## config.mk

```make
export PLATFORM = sky130hd
export DESIGN_NAME = lenet_argmax_flat
export DESIGN_NICKNAME = d
export VERILOG_FILES = /design/src/rtl/lenet_argmax_pkg.sv /design/src/rtl/lenet_argmax_if.sv /design/src/rtl/lenet_argmax_scan.sv /design/src/rtl/lenet_argmax.sv /design/src/flat_wrapper.sv
export SDC_FILE = /design/constraint.sdc
export NUM_CORES = 1
export LEC_CHECK = 0
export ABC_AREA = 0
export CAP_MARGIN = 20
export CELL_PAD_IN_SITES_DETAIL_PLACEMENT = 1
export CELL_PAD_IN_SITES_GLOBAL_PLACEMENT = 1
export CORE_ASPECT_RATIO = 0.9
export CORE_MARGIN = 2
export CORE_UTILIZATION = 49
export DETAILED_ROUTE_END_ITERATION = 12
export PLACE_DENSITY_LB_ADDON = 0.1
export RECOVER_POWER = 100
export SETUP_SLACK_MARGIN = 0.4
export SLEW_MARGIN = 10
export SYNTH_ARGS = -nofsm -noshare
export SYNTH_HDL_FRONTEND = slang
export SYNTH_HIERARCHICAL = 1
export SYNTH_SLANG_ARGS = --single-unit
```

## constraint.sdc

```tcl
create_clock -name clk -period 4 [get_ports clk]
set_input_delay 0.4 -clock clk [delete_from_list [all_inputs] [get_ports clk]]
set_output_delay 0.4 -clock clk [all_outputs]
set_load 0.05 [all_outputs]
```

## src/rtl/lenet_argmax_pkg.sv

```systemverilog
// Shared types and constants for the LeNet classifier output stage.
package lenet_argmax_pkg;

   localparam int NUM_CLASS = 10;
   localparam int LOGIT_W   = 8;
   localparam int LANES     = 4;

   typedef enum logic [1:0] {
      ST_IDLE,
      ST_COLLECT,
      ST_RESOLVE,
      ST_HOLD
   } state_t;

   typedef struct packed {
      logic       valid;
      logic [1:0] lane;
   } lane_sel_t;

   // Decode an active-low byte mask: lane of the single 0 bit, valid only if exactly one lane is active.
   function automatic lane_sel_t lane_of(input logic [LANES-1:0] mask);
      lane_sel_t r;
      int        zeros;
      r     = '0;
      zeros = 0;
      for (int i = 0; i < LANES; i++) begin
         if (!mask[i]) begin
            zeros++;
            r.lane = 2'(i);
         end
      end
      r.valid = (zeros == 1);
      return r;
   endfunction

endpackage

```

## src/rtl/lenet_argmax_if.sv

```systemverilog
// Snoop/control/result bundle between the LeNet core and the classifier stage.
interface lenet_argmax_if #(
   parameter int LOGIT_W = 8
);
   logic               conv_start;
   logic               fc2_done;
   logic               sram_write_enable_f;
   logic [3:0]         sram_bytemask_f;
   logic [1:0]         sram_waddr_f;
   logic [LOGIT_W-1:0] sram_wdata_f;
   logic [LOGIT_W-1:0] sram_wdata_f_1;
   logic               result_ready;
   logic               result_valid;
   logic [3:0]         class0;
   logic [3:0]         class1;
   logic [LOGIT_W-1:0] score0;
   logic [LOGIT_W-1:0] score1;
   logic               result_err;
   logic               busy;

   modport master (
      output conv_start, fc2_done, sram_write_enable_f, sram_bytemask_f,
             sram_waddr_f, sram_wdata_f, sram_wdata_f_1, result_ready,
      input  result_valid, class0, class1, score0, score1, result_err, busy
   );

   modport slave (
      input  conv_start, fc2_done, sram_write_enable_f, sram_bytemask_f,
             sram_waddr_f, sram_wdata_f, sram_wdata_f_1, result_ready,
      output result_valid, class0, class1, score0, score1, result_err, busy
   );
endinterface

```

## src/rtl/lenet_argmax_scan.sv

```systemverilog
// One image set: logit register file plus the running signed argmax.
module lenet_argmax_scan import lenet_argmax_pkg::*; #(
   parameter int NUM_CLASS = lenet_argmax_pkg::NUM_CLASS,
   parameter int LOGIT_W   = lenet_argmax_pkg::LOGIT_W
) (
   input  logic                      clk,
   input  logic                      srstn,
   input  logic                      wr_en,
   input  logic [3:0]                wr_idx,
   input  logic [LOGIT_W-1:0]        wr_data,
   input  logic                      scan_en,
   input  logic [3:0]                scan_k,
   output logic signed [LOGIT_W-1:0] best_nxt,
   output logic [3:0]                bidx_nxt
);

   logic signed [LOGIT_W-1:0] logit [NUM_CLASS];
   logic signed [LOGIT_W-1:0] best;
   logic [3:0]                bidx;
   logic signed [LOGIT_W-1:0] cur;

   // Select logit[k] and form the next running best; strict > keeps the lowest index on ties.
   always_comb begin
      cur = '0;
      for (int i = 0; i < NUM_CLASS; i++) begin
         if (scan_k == 4'(i)) cur = logit[i];
      end
      best_nxt = best;
      bidx_nxt = bidx;
      if (scan_k == 4'd0) begin
         best_nxt = cur;
         bidx_nxt = 4'd0;
      end else if (cur > best) begin
         best_nxt = cur;
         bidx_nxt = scan_k;
      end
   end

   // Capture snooped logits and advance the running best while scanning.
   always_ff @(posedge clk) begin
      if (!srstn) begin
         for (int i = 0; i < NUM_CLASS; i++) logit[i] <= '0;
         best <= '0;
         bidx <= '0;
      end else begin
         for (int i = 0; i < NUM_CLASS; i++) begin
            if (wr_en && (wr_idx == 4'(i))) logit[i] <= wr_data;
         end
         if (scan_en) begin
            best <= best_nxt;
            bidx <= bidx_nxt;
         end
      end
   end

endmodule

```

## src/rtl/lenet_argmax.sv

```systemverilog
// Classifier output stage: snoops FC2 logits for both sets, resolves argmax, hands off result.
//
// state      | meaning
// -----------+-----------------------------------------------------------
// ST_IDLE    | waiting for conv_start; writes and fc2_done ignored
// ST_COLLECT | capturing logits from SRAM F writes until fc2_done
// ST_RESOLVE | scanning k = 0..NUM_CLASS-1 in both sets, one logit/cycle
// ST_HOLD    | result_valid high, outputs frozen until result_ready
module lenet_argmax import lenet_argmax_pkg::*; #(
   parameter int NUM_CLASS = lenet_argmax_pkg::NUM_CLASS,
   parameter int LOGIT_W   = lenet_argmax_pkg::LOGIT_W
) (
   input  logic           clk,
   input  logic           srstn,
   lenet_argmax_if.slave  bus
);

   localparam logic [3:0] IDX_LIM = 4'(NUM_CLASS);
   localparam logic [3:0] K_LAST  = 4'(NUM_CLASS - 1);

   state_t                    state;
   logic [3:0]                scan_k;
   logic [NUM_CLASS-1:0]      seen;
   logic [NUM_CLASS-1:0]      seen_set;
   logic                      bad;
   lane_sel_t                 lsel;
   logic [3:0]                wr_idx;
   logic                      wr_act;
   logic                      wr_cap;
   logic                      wr_bad;
   logic                      scan_en;
   logic signed [LOGIT_W-1:0] best_nxt0;
   logic signed [LOGIT_W-1:0] best_nxt1;
   logic [3:0]                bidx_nxt0;
   logic [3:0]                bidx_nxt1;

   // Classify the snooped write; idx = addr*4 + lane is just the concatenation.
   // A write coinciding with an abort is discarded along with the frame.
   always_comb begin
      lsel    = lane_of(bus.sram_bytemask_f);
      wr_idx  = {bus.sram_waddr_f, lsel.lane};
      wr_act  = (state == ST_COLLECT) && !bus.sram_write_enable_f && !bus.conv_start;
      wr_cap  = wr_act && lsel.valid && (wr_idx < IDX_LIM);
      wr_bad  = wr_act && !lsel.valid;
      scan_en = (state == ST_RESOLVE) && !bus.conv_start;
   end

   // One-hot of the logit slot being filled this cycle.
   always_comb begin
      seen_set = '0;
      for (int i = 0; i < NUM_CLASS; i++) begin
         seen_set[i] = wr_cap && (wr_idx == 4'(i));
      end
   end

   lenet_argmax_scan #(.NUM_CLASS(NUM_CLASS), .LOGIT_W(LOGIT_W)) u_scan0 (
      .clk      (clk),
      .srstn    (srstn),
      .wr_en    (wr_cap),
      .wr_idx   (wr_idx),
      .wr_data  (bus.sram_wdata_f),
      .scan_en  (scan_en),
      .scan_k   (scan_k),
      .best_nxt (best_nxt0),
      .bidx_nxt (bidx_nxt0)
   );

   lenet_argmax_scan #(.NUM_CLASS(NUM_CLASS), .LOGIT_W(LOGIT_W)) u_scan1 (
      .clk      (clk),
      .srstn    (srstn),
      .wr_en    (wr_cap),
      .wr_idx   (wr_idx),
      .wr_data  (bus.sram_wdata_f_1),
      .scan_en  (scan_en),
      .scan_k   (scan_k),
      .best_nxt (best_nxt1),
      .bidx_nxt (bidx_nxt1)
   );

   // Frame sequencing with registered handshake outputs; conv_start outranks everything but reset.
   always_ff @(posedge clk) begin
      if (!srstn) begin
         state            <= ST_IDLE;
         scan_k           <= '0;
         seen             <= '0;
         bad              <= 1'b0;
         bus.result_valid <= 1'b0;
         bus.class0       <= '0;
         bus.class1       <= '0;
         bus.score0       <= '0;
         bus.score1       <= '0;
         bus.result_err   <= 1'b0;
         bus.busy         <= 1'b0;
      end else if (bus.conv_start) begin
         state            <= ST_COLLECT;
         scan_k           <= '0;
         seen             <= '0;
         bad              <= 1'b0;
         bus.result_valid <= 1'b0;
         bus.busy         <= 1'b1;
      end else begin
         case (state)
            ST_IDLE: begin
               bus.busy <= 1'b0;
            end
            ST_COLLECT: begin
               seen <= seen | seen_set;
               if (wr_bad) bad <= 1'b1;
               if (bus.fc2_done) begin
                  state  <= ST_RESOLVE;
                  scan_k <= '0;
               end
            end
            ST_RESOLVE: begin
               if (scan_k == K_LAST) begin
                  state            <= ST_HOLD;
                  scan_k           <= '0;
                  bus.class0       <= bidx_nxt0;
                  bus.class1       <= bidx_nxt1;
                  bus.score0       <= best_nxt0;
                  bus.score1       <= best_nxt1;
                  bus.result_err   <= (~&seen) | bad;
                  bus.result_valid <= 1'b1;
                  bus.busy         <= 1'b0;
               end else begin
                  scan_k <= scan_k + 4'd1;
               end
            end
            ST_HOLD: begin
               if (bus.result_valid && bus.result_ready) begin
                  state            <= ST_IDLE;
                  bus.result_valid <= 1'b0;
               end
            end
            default: begin
               state    <= ST_IDLE;
               bus.busy <= 1'b0;
            end
         endcase
      end
   end

endmodule

```

## src/flat_wrapper.sv

```systemverilog
// flat-port wrapper written by rule: the top's interface ports become plain ports
module lenet_argmax_flat import lenet_argmax_pkg::*;
#(
   parameter int NUM_CLASS = lenet_argmax_pkg::NUM_CLASS,
   parameter int LOGIT_W   = lenet_argmax_pkg::LOGIT_W
)
  (clk, srstn, bus_conv_start, bus_fc2_done, bus_sram_write_enable_f, bus_sram_bytemask_f, bus_sram_waddr_f, bus_sram_wdata_f, bus_sram_wdata_f_1, bus_result_ready, bus_result_valid, bus_class0, bus_class1, bus_score0, bus_score1, bus_result_err, bus_busy);
  lenet_argmax_if #(.LOGIT_W(LOGIT_W)) bus_i ();
  input  logic clk;
  input  logic srstn;
  input wire logic [$bits(bus_i.conv_start)-1:0] bus_conv_start;
  input wire logic [$bits(bus_i.fc2_done)-1:0] bus_fc2_done;
  input wire logic [$bits(bus_i.sram_write_enable_f)-1:0] bus_sram_write_enable_f;
  input wire logic [$bits(bus_i.sram_bytemask_f)-1:0] bus_sram_bytemask_f;
  input wire logic [$bits(bus_i.sram_waddr_f)-1:0] bus_sram_waddr_f;
  input wire logic [$bits(bus_i.sram_wdata_f)-1:0] bus_sram_wdata_f;
  input wire logic [$bits(bus_i.sram_wdata_f_1)-1:0] bus_sram_wdata_f_1;
  input wire logic [$bits(bus_i.result_ready)-1:0] bus_result_ready;
  output wire logic [$bits(bus_i.result_valid)-1:0] bus_result_valid;
  output wire logic [$bits(bus_i.class0)-1:0] bus_class0;
  output wire logic [$bits(bus_i.class1)-1:0] bus_class1;
  output wire logic [$bits(bus_i.score0)-1:0] bus_score0;
  output wire logic [$bits(bus_i.score1)-1:0] bus_score1;
  output wire logic [$bits(bus_i.result_err)-1:0] bus_result_err;
  output wire logic [$bits(bus_i.busy)-1:0] bus_busy;
  assign bus_i.conv_start = bus_conv_start;
  assign bus_i.fc2_done = bus_fc2_done;
  assign bus_i.sram_write_enable_f = bus_sram_write_enable_f;
  assign bus_i.sram_bytemask_f = bus_sram_bytemask_f;
  assign bus_i.sram_waddr_f = bus_sram_waddr_f;
  assign bus_i.sram_wdata_f = bus_sram_wdata_f;
  assign bus_i.sram_wdata_f_1 = bus_sram_wdata_f_1;
  assign bus_i.result_ready = bus_result_ready;
  assign bus_result_valid = bus_i.result_valid;
  assign bus_class0 = bus_i.class0;
  assign bus_class1 = bus_i.class1;
  assign bus_score0 = bus_i.score0;
  assign bus_score1 = bus_i.score1;
  assign bus_result_err = bus_i.result_err;
  assign bus_busy = bus_i.busy;
  lenet_argmax #(.NUM_CLASS(NUM_CLASS), .LOGIT_W(LOGIT_W)) u_core (.clk(clk), .srstn(srstn), .bus(bus_i));
endmodule
```

==> metrics.md, run 1 <==
| Metric | Value |
|---|---|
| Hold Fails Final Rpt | 0 |
| Clk slew on worst S/H paths | 0.06 ns |
| Sink Count | 228 |
| Initial core utilization | 0.503 |
| Psw | 1270 µW |
| IR drop worst, VDD | 255 µV |
| Slowest CP cell | dfxtp_4 |
| Fin crit period | 3.61 ns |
| Sw Share | 0.232 |
| Crit path DAT | 4.02 ns |
| Seq pwr share | 0.473 |
| CP peak stage delay | ~0.40 ns |
| RSZ-0062 raised after global routing | yes |
| Die Area | 0.0253 mm² |
| Horiz. Die Dim | about 170 µm |
| Combinational Power Share | 0.083 |
| Clock Tree Buf Depth | 3 |
| Least-Margin Pin Slew | between 1 and 1.5 ns |
| CP cell instances | buf_6 > or3b_1 > a21oi_1 > a311oi_1 > o31ai_2 > clkbuf_1 > inv_2 > ha_1 > nand4_1 > nor2_1 > a211oi_1 > or2_4 > nor2_8 > mux2_2 > nand2_1 > a21boi_0 |
| Largest net degree at the start of global routing | 40 |
| Crit path max-delay family | simple AND/OR/NAND/NOR gates |
| Buffers added on ports | 54 |
| First-pass GRT wire length | roughly 53000 µm |
| CTS buffer count | 25 |
| Vias per std cell | 5.95 |
| Syn nets | 1134 |
| HPWL after DPL | 23000 µm |
| Ys Warns | 6 |
| GPL Wtd Cong | 0.813 |
| Total grt overflow | 0 |
| Crit-path max FO | 13 |
| Skew final | about 0.016 ns |
| # DRC | 0 |
| Share of cells above drive strength 1 | 0.153 |
| CTS tree | built |
| Netlist cell types | 82 |
| PwrDens | 393 mW/mm² |
| Mapped cell area | roughly 0.012 mm² |
| Chip Height | 151 µm |
| Status | finished, final reports clean |
| Setup violations, final | 0 |
| Max Clk Rate | 277 MHz |
| Startpoint type of the worst setup path | flop |
| GRT Util Overall | 0.276 |
| IO Pins | 55 |
| CTS Root Cell | clkbuf_16 |
| Asr flop ratio synth | 0 |
| WP buf/inv | 3 |
| Worst Path Required | 4.40 ns |
| Vias | 9018 |
| Slew headroom | 0.0161 |
| 1st-pass router iterations | 5 |
| Final ANT Viol Nets | 0 |
| Clock latency on the worst-skew pair | 0.53 ns |
| Pins Over Slew Limit | 0 |
| Worst min path class | in -> reg |
| Int Power | 4220 µW |
| Clock power share | 0.444 |
| Fin nets | between 1000 and 1500 |
| Average cell area after synthesis | 10.9 µm² |
| Sequential share of the synthesized area | 0.523 |
| Routed WL per cell | 22.8 µm |
| H-tree Lvls | 1 |
| Crit share post-route | 0.904 |
| Total core area | 0.0235 mm² |
| Post-layout util | 0.595 |
| Synth Instances | 1085 |
| Worst setup path class | reg -> reg |
| Initial antenna violation count | 0 |
| CTS Hold Bufs | 0 |
| Crit end category | flop |
| # rows | 53 |
| Post-Route WL | about 34000 µm |
| Final cell area excluding filler cells | 0.0140 mm² |
| Max-cap violations | 0 |
| DR iter-0 viols | 706 |
| Post-synth EDFFs | 160 |
| Pleak | slightly below 0.005 µW |
| Post-DP Area | 0.0129 mm² |
| FF+latch count, synth | 228 |
| Number of global-route vias before repair | 9247 |
| Leading register cell type out of synthesis | edfxtp_1 |
| Area growth syn-to-layout | 18.4% |
==> sequential cells by signal (all words and copies together) (netlist names) <==
signal and cells:
u_core/bus.class1 4, u_core/bus.score0 8, u_core/scan_k 4, u_core/u_scan1/best 8
u_core/u_scan1/logit 80, u_core/bus.score1 8, u_core/bus.busy 1, u_core/bad 1
u_core/u_scan0/bidx 4, u_core/u_scan0/best 8, u_core/bus.result_valid 1, u_core/seen 10
u_core/u_scan0/logit 80, u_core/bus.class0 4, u_core/bus.result_err 1, u_core/u_scan1/bidx 4
u_core/state 2
==> power groups by stage <==
stage / logic [µW] / clock network [µW] / registers [µW]
floorplan: 262 / 0 / 2640
global placement: 424 / 0 / 2650
detailed placement: 433 / 0 / 2650
CTS: 445 / 2480 / 2600
global route: 493 / 2560 / 2600
finish: 456 / 2440 / 2600
==> stage by stage <==
stage	power, µW	instances	worst slack [ns]	hold WS (ns)	setup TNS [ns]
after floorplan	2900	1085	0.389	0.425	0
after global placement	3070	1453	0.196	0.440	0
after detailed placement	3080	1453	-0.0120	0.446	-0.0120
after CTS	5520	1503	0.376	0.406	0
after global routing	5650	1515	0.141	0.426	0
final	5490	1516	0.385	0.420	0
==> placed cells by master, fill, tap and decap left out, types with 7 or more instances in the layout <==
master,synthesis,layout
mux2_2,14,13
buf_4,11,54
nand3_1,19,19
a21oi_1,42,40
dlygate4sd3_1,0,28
nor2_1,55,52
a211oi_1,10,8
o2bb2ai_1,9,9
inv_1,31,30
o22ai_2,8,8
clkbuf_1,17,20
edfxtp_1,160,160
dfxtp_1,68,64
o22a_1,21,21
and2_1,165,46
o21ai_0,38,38
and2_0,0,119
a21boi_0,24,24
ha_1,21,20
nand4_1,12,12
a211oi_2,7,9
nor3b_1,8,7
clkdlybuf4s50_1,0,25
mux2i_1,28,28
o22ai_1,12,11
clkbuf_16,0,27
nand2_1,111,109
nand2b_1,23,22
a31oi_1,12,12
nor2b_1,18,18
==> cells by family after synthesis <==
family          after synthesis  share of synthesized area
compound gates              237                      0.151
mux                          49                     0.0460
simple gates                454                      0.213
flops                       228                      0.523
fa+ha+maj                    21                     0.0223
buf+inv                      91                     0.0414
xor+xnor                      5                    0.00371
==> path summary, 6_finish.rpt <==
check / from / to / slack, ns / cells past startpoint
worst max-delay path: u_core/scan_k[2] / u_core/bus.score1[6] / 0.39 / 16
worst min-delay path: srstn / u_core/bus.busy / 0.42 / 2
worst max register to register: u_core/scan_k[2] / u_core/bus.score1[6] / 0.39 / 16
worst min register to register: u_core/seen[0] / u_core/seen[0] / 0.46 / 2
==> per-layer routing <==
metal  up-vias  global-route usage  part of all wire
met3        66              0.0363             0.063
met1      4485               0.392              0.45
met2       315               0.448              0.46
met4         0              0.0761             0.023
li1       4152                   -                 -
met5         -                   0                 0
==> area by class of cell <==
| type | count | area, µm² |
|---|---|---|
| fill | 2513 | 9500 |
| sequential | 228 | 6180 |
| multi-input combinational | 767 | 5230 |
| timing repair buffer | 140 | 1190 |
| clock buffer | 33 | 728 |
| tap | 302 | 378 |
| clock inverter | 12 | 143 |
| inverter | 33 | 128 |
| antenna | 1 | 2.50 |
==> timing repair <==
item / CTS / global route
buffers inserted: 4 / 12
endpoints found under the hold margin: 0 / 0
resized for setup: 7 / 34
setup endpoints to repair: 34 / 183
pin swaps: 2 / 5
gates cloned: 1 / 0
==> cells in the mapped netlist (all sizes together) (3+ instances only) <==
| master | number | area, µm² |
|---|---|---|
| or2 | 4 | 25.0 |
| or3b | 6 | 52.6 |
| edfxtp | 160 | 4800 |
| dfxtp | 68 | 1360 |
| xnor2 | 5 | 43.8 |
| nor3 | 5 | 47.5 |
| mux2 | 21 | 263 |
| o22a | 21 | 184 |
| or3 | 3 | 18.8 |
| o31ai | 7 | 57.6 |
| nand2 | 111 | 417 |
| nand2b | 23 | 144 |
| nor3b | 9 | 72.6 |
| o21ai | 39 | 195 |
| o221ai | 4 | 41.3 |
| a211oi | 18 | 183 |
| and2 | 165 | 1030 |
| mux2i | 28 | 280 |
| nor4 | 4 | 40.0 |
| buf | 40 | 295 |
| and2b | 3 | 22.5 |
| o32ai | 4 | 35.0 |
| o211ai | 5 | 37.5 |
| nand3b | 6 | 45.0 |
| inv | 32 | 120 |
| ha | 21 | 263 |
| a31oi | 12 | 75.1 |
| nand3 | 19 | 95.1 |
| o22ai | 20 | 175 |
| clkbuf | 18 | 68.8 |
| nor2b | 19 | 126 |
| o2bb2ai | 9 | 78.8 |
| nor2 | 56 | 226 |
| a21oi | 42 | 210 |
| a21boi | 25 | 188 |
| nand4 | 12 | 75.1 |
| a21o | 6 | 45.0 |
| o32a | 5 | 50.1 |
Power figures use the tool's default switching activity.
==> inputs of run 2 (changes only) <==
--- a/config.mk
+++ b/config.mk
@@ -13,7 +13,7 @@
 export CORE_MARGIN = 2
 export CORE_UTILIZATION = 49
 export DETAILED_ROUTE_END_ITERATION = 12
-export PLACE_DENSITY_LB_ADDON = 0.1
+export PLACE_DENSITY = 0.9
 export RECOVER_POWER = 100
 export SETUP_SLACK_MARGIN = 0.4
 export SLEW_MARGIN = 10
==> run 2 against run 1 <==
Maximum frequency shrank 6.6%. Register-to-register slack worse by 0.26 ns. Sequential share of layout area fell by 0.73 points. Cell area up 1.6%. Utilization grew 0.95 points. First-iteration DRC count grew 89%. Worst setup slack lost 0.26 ns. Critical path depth did not move. Clock skew up 0.0094 ns. Critical endpoint is now u_core/bus.score1[2]. Largest cell class unchanged. Largest power group unchanged.
==> metrics.md, run 2 (same netlist as run 1, synthesis figures left out) <==
| Metric | Value |
|---|---|
| Commonest non-fill, non-tap cells in the layout | edfxtp_1, nand2_1, and2_1 |
| Chip Height | between 150 and 200 µm |
| Skew final | 0.0258 ns |
| Setup violations, final | 0 |
| Fin crit period | 3.87 ns |
| Pleak | around 0.0051 µW |
| CTS tree | built |
| Clk slew on worst S/H paths | 0.07 ns |
| Startpoint type of the worst setup path | flop |
| Final worst slack | 0.130 ns |
| Die Area | 0.0253 mm² |
| Slew headroom | 0.0241 |
| CTS buffer count | 25 |
| Number of global-route vias before repair | 10000 |
| H-tree Lvls | 1 |
| Design Power | 5650 µW |
| CTS Root Cell | clkbuf_16 |
| Largest regs | u_core/u_scan0/logit: 80 flops, u_core/u_scan1/logit: 80 flops, u_core/seen: 10 flops |
| # DRC | 0 |
| Int Power | ~4200 µW |
| Place WS | -0.0603 ns |
| Seq pwr share | 0.462 |
| Largest net degree at the start of global routing | between 40 and 50 |
| Crit path DAT | about 4.3 ns |
| Crit-path max FO | 7 |
| Combinational Power Share | 0.092 |
| Worst setup path class | reg -> reg |
| Initial antenna violation count | 0 |
| Vias | roughly 10000 |
| # diodes | 0 |
| HPWL after DPL | between 20000 and 25000 µm |
| Fin nets | 1246 |
| Total grt overflow | 0 |
| Max-cap violations | 0 |
| First-pass GRT wire length | 60200 µm |
| Post-DP Area | 0.0128 mm² |
| # rows | 53 |
| Post-Route WL | 44100 µm |
| CTS Hold Bufs | 0 |
| Horiz. Die Dim | ~170 µm |
| Buffers added on ports | 54 |
| Psw | 1410 µW |
| Least-Margin Pin Slew | 1.45 ns |
| Crit end category | flop |
| GPL Wtd Cong | 0.864 |
| IO Pins | 55 |
| Pins Over Slew Limit | 0 |
| RSZ-0062 raised after global routing | yes |
| Crit share post-route | 0.968 |
| Max Clk Rate | approximately 260 MHz |
| Fillers | 2482 |
| Hold Fails Final Rpt | 0 |
| Total core area | 0.0235 mm² |
| Sink Count | 228 |
| PwrDens | 398 mW/mm² |
| DR iter-0 viols | approximately 1300 |
| Clock Tree Buf Depth | 3 |
| Routed WL per cell | 29.0 µm |
| Final cell area excluding filler cells | 0.0142 mm² |
| Sw Share | 0.249 |
| GRT Util Overall | 0.312 |
| 1st-pass router iterations | 6 |
| Share of cells above drive strength 1 | 0.177 |
| IR drop worst, VDD | roughly 380 µV |
| Status | finished, final reports clean |
| Clock latency on the worst-skew pair | 0.56 ns |
| Worst min path class | reg -> reg |
| Final ANT Viol Nets | 0 |
| Most common cell after layout, fill and taps aside | edfxtp_1 |
| Clock power share | 0.446 |
| Area growth syn-to-layout | 20.3% |
| Worst Path Required | 4.42 ns |
| Initial core utilization | 0.503 |
| Vias per std cell | roughly 6.6 |
run 2: cell types whose count changed in the layout (fill, tap and decap cells not counted), moves of 6 or more:
cell / previous run / this run
clkbuf_1: 20 / 7
a21boi_0: 24 / 5
a21boi_1: 1 / 18
and2_1: 46 / 99
mux2_1: 6 / 0
and2_0: 119 / 65
mux2_4: 2 / 13
nor2_1: 52 / 46
run 2: area by class of cell:
type	instances	area [µm²]	share of cell area
Multi-Input combinational cell	767	5320	0.375
Inverter	33	124	0.00872
Tap cell	302	378	0.0266
Sequential cell	228	6170	0.435
Clock inverter	18	229	0.0161
Timing Repair Buffer	142	1340	0.0943
Clock buffer	28	637	0.0448
run 2: final timing paths:
kind | cells past startpoint | end | slack, ns | start
worst min register to register | 2 | u_core/bus.score0[7] | 0.45 | u_core/bus.score0[7]
worst max register to register | 16 | u_core/bus.score1[2] | 0.13 | u_core/scan_k[0]
worst min-delay path | 2 | u_core/bus.score0[7] | 0.45 | u_core/bus.score0[7]
worst max-delay path | 16 | u_core/bus.score1[2] | 0.13 | u_core/scan_k[0]
run 2: through the flow:
step	hold WS (ns)	TNS, ns	util	std cells
floorplan	0.425	0	-	1085
global placement	0.437	0	0.546	1443
detailed placement	0.454	-1.25	0.546	1443
CTS	0.450	0	0.591	1500
global route	0.470	0	0.605	1518
finish	0.452	0	0.605	1518
run 2: power by group through the flow:
stage,Sequential [µW],Combinational (µW),Clock [µW]
2_1_floorplan,2640,262,0
3_3_place_gp,2650,411,0
3_5_place_dp,2660,429,0
4_1_cts,2600,462,2490
5_1_grt,2610,541,2610
6_report,2610,520,2520
run 2: critical path, cell delays in order, from the launching register on:
cell	delay, ns
dfxtp_1	0.41
buf_12	0.20
buf_4	0.14
inv_1	0.13
o21bai_1	0.13
a221o_1	0.32
o32a_1	0.40
o22ai_4	0.21
ha_1	0.31
nor2b_1	0.15
o21bai_1	0.16
a211oi_2	0.11
or2_4	0.29
nor2_4	0.25
mux2_4	0.35
nand2_1	0.08
a21boi_1	0.10
run 2: layer usage:
metal  vias to the layer above  global-route usage  wire length [µm]
met3                       206              0.0530              4570
met2                       761               0.530             20300
met1                      4889               0.395             16600
met4                         0               0.139              2630
li1                       4159                   -                 -
met5                         -                   0                 0
run 2: repair_timing:
action / in CTS / in global routing
buffers inserted: 9 / 15
gates resized for setup: 12 / 74
endpoints found under the setup margin: 43 / 355
gates cloned: 2 / 3
pin swaps: 4 / 19
==> inputs of run 3 (changes only) <==
--- a/config.mk
+++ b/config.mk
@@ -16,6 +16,7 @@
 export PLACE_DENSITY = 0.9
 export RECOVER_POWER = 100
 export SETUP_SLACK_MARGIN = 0.4
+export SKIP_CTS_REPAIR_TIMING = 1
 export SLEW_MARGIN = 10
 export SYNTH_ARGS = -nofsm -noshare
 export SYNTH_HDL_FRONTEND = slang
==> run 3 against run 2 <==
Maximum frequency increased by 1.8%. Combinational power decreased by 2%. Wire length decreased by 2.1%. First-iteration DRC count decreased by 1.2%. Hold slack improved by 0.0020 ns. Die area unchanged. Non-clock buffer count decreased by 3. Sequential cell count unchanged. Cell area decreased by 0.63%. Count of clock-buffer cells in the layout unchanged. The flow now finishes with violations (max-capacitance violations, max-slew violations). Largest cell class unchanged. Clock power about the same. Critical endpoint unchanged. Global-route usage decreased by 1.2 points.
==> metrics.md, run 3 (same netlist as run 1, synthesis figures left out) <==
| Metric | Value |
|---|---|
| CTS buffer count | 25 |
| Final cell area excluding filler cells | 0.0141 mm² |
| Largest net degree at the start of global routing | 47 |
| Depth of the worst register-to-register path | 14 |
| Vias | 10000 |
| First-pass GRT wire length | 58100 µm |
| H-tree Lvls | 1 |
| Horiz. Die Dim | 168 µm |
| Area growth syn-to-layout | 19.6% |
| Register area | approximately 0.0062 mm² |
| Clock latency on the worst-skew pair | 0.55 ns |
| Routed WL per cell | 28.5 µm |
| Hold Fails Final Rpt | 0 |
| GRT Util Overall | 0.299 |
| Max-cap violations | 1 |
| Commonest non-fill, non-tap cells in the layout | edfxtp_1, and2_0, nand2_1 |
| Startpoint type of the worst setup path | flop |
| Skew final | 0.0129 ns |
| Crit end category | flop |
| Clock Tree Buf Depth | 3 |
| Worst Path Required | 4.43 ns |
| Largest regs | u_core/u_scan0/logit: 80 flops, u_core/u_scan1/logit: 80 flops, u_core/seen: 10 flops |
| Chip Height | 151 µm |
| Multi-input gate area | 0.00530 mm² |
| Sink Count | between 200 and 250 |
| Most common cell after layout, fill and taps aside | edfxtp_1 |
| Hold path endpoint | u_core/bus.score0[7] |
| Cells after DPL | roughly 1400 |
| R2R Path Start | u_core/scan_k[0] |
| Pleak | 0.00503 µW |
| Hold Startpoint | u_core/bus.score0[7] |
| Total grt overflow | 0 |
| IR drop worst, VDD | 286 µV |
| R2r setup slk | approximately 0.2 ns |
| Initial antenna violation count | 0 |
| CTS Root Cell | clkbuf_16 |
| Initial core utilization | 0.503 |
| Fin crit period | 3.80 ns |
| Vias per std cell | 6.62 |
| Hold depth | 2 |
| Max Clk Rate | about 260 MHz |
| IO Pins | 55 |
| Pins Over Slew Limit | 1 |
| # rows | 53 |
| # diodes | 0 |
| PwrDens | 399 mW/mm² |
| Post-Route WL | between 40000 and 50000 µm |
| Fin nets | 1243 |
| # DRC | 0 |
| Least-Margin Pin Slew | 1.49 ns |
| Status | finished, violations left |
| Crit-path max FO | 18 |
| Design Power | 5630 µW |
| RSZ-0062 raised after global routing | yes |
| Fin cells | ~1500 |
| Worst setup startpoint | u_core/scan_k[0] |
| Buffers added on ports | between 50 and 60 |
| 1st-pass router iterations | 5 |
| Worst setup path class | reg -> reg |
| Violated checks | max-capacitance violations, max-slew violations |
| Post-DP Area | 0.0128 mm² |
| Crit share post-route | 0.951 |
| Die Area | 0.0253 mm² |
| Clk slew on worst S/H paths | 0.07 ns |
| Total core area | 0.0235 mm² |
| DR iter-0 viols | 1320 |
| Number of global-route vias before repair | 9758 |
| Fillers | between 2000 and 2500 |
| Reg-to-reg critical path endpoint | u_core/bus.score1[2] |
| Worst min path class | reg -> reg |
| Setup violations, final | 0 |
| GPL Wtd Cong | 0.864 |
| HPWL after DPL | between 20000 and 25000 µm |
| Share of cells above drive strength 1 | 0.174 |
| Crit path DAT | 4.23 ns |
| CTS tree | built |
| Slew headroom | -0.00908 |
| Final ANT Viol Nets | 0 |
run 3: cell types whose count changed in the layout (fill, tap and decap cells not counted), sizes merged:
cell | before | now
buf | 74 | 77
clkbuf | 43 | 37
run 3: final cells by class:
cell class | count | share of cell area
multi-input cells | 767 | 0.376
repair buffers | 139 | 0.0900
clock inverters | 18 | 0.0162
clock buffers | 28 | 0.0451
well taps | 302 | 0.0268
inverters | 33 | 0.00878
flip-flops and latches | 228 | 0.438
run 3: power by group:
part           switching [µW]  internal (µW)
Clock                    1040           1470
Sequential               35.3           2570
Combinational             321            190
Total                    1400           4240
run 3: how the worst max path moves through the flow:
stage / endpoint / depth (start not counted)
floorplan: u_core/u_scan1/logit[0][0] / 10
global placement: u_core/u_scan1/logit[0][0] / 12
detailed placement: u_core/u_scan1/logit[1][6] / 12
CTS: u_core/bus.score1[1] / 13
global route: u_core/bus.score0[2] / 16
finish: u_core/bus.score1[2] / 14
run 3: stage by stage:
step	TNS (ns)	hold WS [ns]	setup slack, ns	util
floorplan	0	0.425	0.389	-
global placement	0	0.437	0.201	0.546
detailed placement	-1.25	0.454	-0.0603	0.546
CTS	-0.0234	0.450	-0.0234	0.583
global route	0	0.462	0.0497	0.601
finish	0	0.454	0.198	0.601
run 3: routing by layer:
metal,global-route usage,vias up,part of all wire
met3,0.0491,195,0.093
met5,0,-,0
li1,-,4150,-
met1,0.384,4963,0.38
met2,0.509,720,0.47
met4,0.125,0,0.053
run 3: critical path, stage by stage, from the launching register on:
cell,delay (ns)
dfxtp_1,0.51
buf_4,0.22
buf_4,0.26
mux2_2,0.41
o32ai_1,0.26
o22ai_2,0.21
ha_1,0.35
nand4_1,0.11
nor2_2,0.19
a211oi_2,0.11
or2_4,0.31
nor2_4,0.24
mux2_4,0.35
nand2_1,0.08
a21boi_1,0.07
